==> config.mk <==
export PLATFORM = sky130hd
export DESIGN_NAME = updown_counter
export DESIGN_NICKNAME = d
export VERILOG_FILES = /design/src/rtl/counter_pkg.sv /design/src/rtl/tick_prescaler.sv /design/src/rtl/updown_counter.sv
export SDC_FILE = /design/constraint.sdc
export NUM_CORES = 1
export LEC_CHECK = 0
export ABC_AREA = 1
export CORE_AREA = 2 2 39 41
export CTS_CLUSTER_SIZE = 12
export DETAILED_ROUTE_END_ITERATION = 12
export DIE_AREA = 0 0 41 43
export SLEW_MARGIN = 5
export SYNTH_ARGS = -nofsm -noshare
export SYNTH_HDL_FRONTEND = slang
export SYNTH_SLANG_ARGS = --single-unit
export TNS_END_PERCENT = 50
==> constraint.sdc <==
create_clock -name clk -period 1.9 [get_ports clk]
set_input_delay 0.38 -clock clk [delete_from_list [all_inputs] [get_ports clk]]
set_output_delay 0.38 -clock clk [all_outputs]
set_load 0.02 [all_outputs]
==> src/rtl/counter_pkg.sv <==
// Shared constants and helpers for the up/down counter and its prescaler.
package counter_pkg;

  localparam int COUNT_WRAP = 0;
  localparam int COUNT_SAT  = 1;

  // Bits needed to hold prescaler phases 0..prescale-1 (at least one bit).
  function automatic int prescale_width(input int prescale);
    int w;
    w = 1;
    while ((1 << w) < prescale) w++;
    return w;
  endfunction

endpackage

==> src/rtl/tick_prescaler.sv <==
// Divides enabled cycles down to one tick every PRESCALE-th enabled cycle.
// Phase holds while en=0 and clears on rst or clr.
module tick_prescaler
  import counter_pkg::*;
#(
  parameter int PRESCALE = 4
) (
  input  logic clk,
  input  logic rst,
  input  logic clr,
  input  logic en,
  output logic tick
);

  localparam int             PW   = prescale_width(PRESCALE);
  localparam logic [PW-1:0]  LAST = PW'(PRESCALE - 1);

  logic [PW-1:0] phase;

  assign tick = en && (phase == LAST);

  // Phase counter: advances only on enabled cycles, restarts after the tick.
  always_ff @(posedge clk) begin
    if (rst || clr) begin
      phase <= '0;
    end else if (en) begin
      phase <= (phase == LAST) ? '0 : phase + PW'(1);
    end
  end

endmodule

==> src/rtl/updown_counter.sv <==
// Modulo-MODULUS up/down counter with parallel load, terminal count and
// wrap/limit pulse. SATURATE selects wrap-around or hold at the range ends.
// Optional prescaler enabled by macro UPDOWN_COUNTER_PRESCALE_EN.
module updown_counter
  import counter_pkg::*;
#(
  parameter int WIDTH    = 4,
  parameter int MODULUS  = 16,
  parameter int SATURATE = 0
`ifdef UPDOWN_COUNTER_PRESCALE_EN
  ,
  parameter int PRESCALE = 4
`endif
) (
  input  logic             clk,
  input  logic             rst,
  input  logic             en,
  input  logic             up,
  input  logic             load,
  input  logic [WIDTH-1:0] din,
  output logic [WIDTH-1:0] count,
  output logic             tc,
  output logic             wrap
);

  localparam logic [WIDTH-1:0] MAX  = WIDTH'(MODULUS - 1);
  localparam logic [WIDTH-1:0] ZERO = '0;
  localparam bit               SAT  = (SATURATE == COUNT_SAT);

  logic             step;
  logic [WIDTH-1:0] count_next;
  logic             wrap_next;

`ifdef UPDOWN_COUNTER_PRESCALE_EN
  tick_prescaler #(
    .PRESCALE(PRESCALE)
  ) u_prescaler (
    .clk  (clk),
    .rst  (rst),
    .clr  (load),
    .en   (en),
    .tick (step)
  );
`else
  assign step = en;
`endif

  assign tc = up ? (count == MAX) : (count == ZERO);

  // Next-count selection: load beats step, step beats hold; limits wrap or hold.
  always_comb begin
    count_next = count;
    wrap_next  = 1'b0;
    if (load) begin
      count_next = (din > MAX) ? MAX : din;
    end else if (step) begin
      if (up) begin
        if (count == MAX) begin
          wrap_next  = 1'b1;
          count_next = SAT ? MAX : ZERO;
        end else begin
          count_next = count + WIDTH'(1);
        end
      end else begin
        if (count == ZERO) begin
          wrap_next  = 1'b1;
          count_next = SAT ? ZERO : MAX;
        end else begin
          count_next = count - WIDTH'(1);
        end
      end
    end
  end

  // Count and wrap registers with synchronous reset.
  always_ff @(posedge clk) begin
    if (rst) begin
      count <= '0;
      wrap  <= 1'b0;
    end else begin
      count <= count_next;
      wrap  <= wrap_next;
    end
  end

endmodule
==> key figures, run 1 <==
Run status
  – Status: finished clean

Routing
  – Wl on met1: 423 um
  – Pre-antenna DRT Iters: 4
  – Detailed-route DRC error count: 0
  – Via density: 4.37
  – Met2 routed WL: 465 um
  – Highest metal used: met3
  – DR iter-0 viols: 4
  – Remaining antenna violation count: 0
  – Total wire length: 936 um
  – Met3 WL: roughly 47 um
  – Vias: 437
  – Routed len/inst: 9.36 um

Clocking
  – Clk Latency, worst-skew pair: 0.24 ns
  – CTS max path bufs: 2
  – Post-CTS Setup Inserts: 0
  – Hold_buf cts: 0
  – CTS clk-pin slew, worst paths: 0.04 ns
  – CTS Sinks: 5
  – CTS tree: yes
  – Total CTS buffers: 3
  – Clock root buffer: clkbuf_4
  – CTS H-tree depth: 1

Pwr
  – Int Power: between 0.2 and 0.3 mW
  – Pleak: 0.299 nW
  – Comb power frac: 36.6%
  – Sw Share: 31.5%
  – Worst VDD drop: 0.000394 V
  – Sequential Power Share: 30.8%
  – Cell Pwr Density: 613 nW/um^2
  – Net Sw Power: 0.122 mW
  – Clock share of power: 32.6%

Critical path
  – Crit path capture type: output port
  – Crit path max fanout: 3
  – Reg-to-Reg Start: count[0]
  – Worst EP required: between 1.5 and 2 ns
  – Arr. time, crit path: 1.42 ns
  – Crit Path Category: flip-flop to output port
  – Startpoint Class: flip-flop
  – Crit path launch: count[0]

Global routing
  – First-pass GRT wire length: between 1500 and 2000 um
  – Vias in the first global route: 403
  – Largest net degree at the start of global routing: 8
  – GRT Overall Usage: roughly 14%
  – Grt total ovfl: 0
  – Initial antenna violation count: 0

Placed design
  – Port Buffers: 14
  – Post-DP HPWL: around 820 um
  – GP Congestion: around 0.84

Synthesis
  – Async SR Flop Fraction: 0%
  – Cell taking the most area after synthesis: dfxtp_1
  – Synthesized instance count: 58
  – Share of the yosys chip area belonging to registers: 25.7%
  – Syn nets: slightly below 70
  – Most common cell in the synthesized netlist: nand2_1
  – Synth Area in Adders: approximately 6.4%
  – Largest family of logic cells by synthesized area: simple AND/OR/NAND/NOR gates
  – Post-Syn Area per Cell: 6.71 um^2
  – Yosys warns: 0
  – Compound-Gate Fraction of Synth Area: between 10% and 20%
  – Number of distinct library cells after synthesis: 19
  – Post-synth top cells: nand2_1 (22), inv_1 (6), dfxtp_1 (5)
  – Mux cell area share after synthesis: 0%
  – Largest cells by area after synthesis: dfxtp_1 (26%), nand2_1 (21%), ha_1 (6.4%)
  – Number of synthesized register bits: 5
  – Main synth FF type: dfxtp_1
  – Post-Synth XOR/XNOR Area: 4.50%
  – Synth Cell Area: 389 um^2
  – Top cell type's share of synthesized area: 25.7%
  – Post-synth EDFFs: 0
  – Post-synthesis simple-gate area fraction: between 40% and 50%

Layout
  – Area delta synth->final: 62.4%
  – Layout net count: 96
  – Share of layout cells above drive strength 1: 26.2%
  – Diodes inserted: 0
  – Final Util: between 40 and 50%

STA
  – Worst-margin pin slew: around 0.27 ns
  – Skew final: around 0.0014 ns
  – Fin. max-slew vios: 0
  – Tcrit/Tclk final: 94.9%
  – Final Hold Fails: 0
  – Setup violators final: 0
  – Post-layout min period: 1.80 ns
  – Slew headroom: 81.6%
  – Setup tns final: 0 ns
  – Unrepaired setup endpoints after global routing: no
  – Max frequency: 555 MHz

Die
  – Core area: 1380 um^2
  – Die extent in x: 41 um
  – Die area: 1760 um^2
  – I/O Pins: 15
  – Initial Utilization: approximately 28%
  – Die Ht: 43 um
  – # rows: 14

Hold path
  – Worst hold path type: flip-flop to flip-flop
  – Worst min-delay path startpoint: count[3]

Run
  – Max-Cap Viols: 0
[power groups by stage]
stage / combinational [mW] / clock (mW) / sequential, mW
6_report: 0.142 / 0.126 / 0.119
5_1_grt: 0.158 / 0.142 / 0.120
4_1_cts: 0.143 / 0.132 / 0.119
3_5_place_dp: 0.144 / 0 / 0.121
3_3_place_gp: 0.143 / 0 / 0.121
2_1_floorplan: 0.0655 / 0 / 0.133
[repair_timing]
item | CTS | global route
gates cloned | 0 | 0
resized for setup | 1 | 1
setup endpoints to repair | 1 | 1
[flip-flops by register name (all words and copies together), names as in the netlist]
name,flops
count,4
wrap,1
[per-stage QoR]
step	area [um^2]	hold WS [ns]	setup WS, ns	power (mW)	cells
floorplan	389	0.442	0.318	0.198	58
global placement	606	0.658	-0.168	0.264	96
detailed placement	606	0.665	-0.186	0.266	96
CTS	631	0.670	0.0491	0.394	100
global route	632	0.692	0.0179	0.420	100
finish	632	0.661	0.0977	0.387	100
[layout by cell type, fill, tap and decap left out]
cell / instances
clkdlybuf4s15_1: 1
nand3_1: 2
dfxtp_1: 5
nand3_2: 2
clkdlybuf4s50_1: 13
inv_1: 6
inv_2: 2
nor2_4: 1
clkbuf_4: 3
xnor2_1: 1
ha_1: 2
nor2_1: 2
a31oi_1: 2
clkbuf_1: 1
a31o_1: 1
a21oi_1: 2
a21oi_2: 2
nand2_1: 22
buf_4: 9
nand4_1: 1
xor2_1: 1
nor2_2: 2
nand2_2: 1
[kinds of logic (layout without fill, tap and decap cells)]
logic type,Yosys count,in the layout
and+or+nand+nor,33,33
buffers and inverters,9,35
AOI/OAI and AO/OA,7,7
DFF,5,5
adders and majority gates,2,2
xor gates and xnor gates,2,2
[metal layers]
layer  global-route usage (%)  vias to the layer above
met5                        0                        -
met1                     19.7                      192
li1                         -                      233
met4                     6.00                        0
met2                     19.1                       12
met3                     6.28                        0
[area by class of cell]
type | instances | area [um^2]
Fill cell | 153 | 752
Multi-Input combinational cell | 44 | 248
Timing Repair Buffer | 23 | 208
Sequential cell | 5 | 100
Inverter | 8 | 30.0
Clock buffer | 4 | 26.3
Tap cell | 16 | 20.0
[critical path: stages, from the launching register on]
cell and delay [ns]:
dfxtp_1 0.36, ha_1 0.18, nand3_1 0.09, nand2_1 0.08, inv_2 0.04, a21oi_2 0.12
clkdlybuf4s15_1 0.31
[final timing paths]
path                                  to  slack, ns  depth (start not counted)
worst min register to register  count[3]       0.66                          3
worst min-delay path            count[3]       0.66                          3
worst max-delay path                  tc        0.1                          6
worst max register to register  count[3]       0.61                          9
Note: power is estimated with default switching activity, not from simulation.
==> run 2: changes to the inputs <==
SYNTH_HIERARCHICAL = 1   (was default)
==> results of run 2 <==
No change in the layout: final DEF, timing and power equal those of run 1.
Main changes from that run: Yosys warning count 0 -> 6
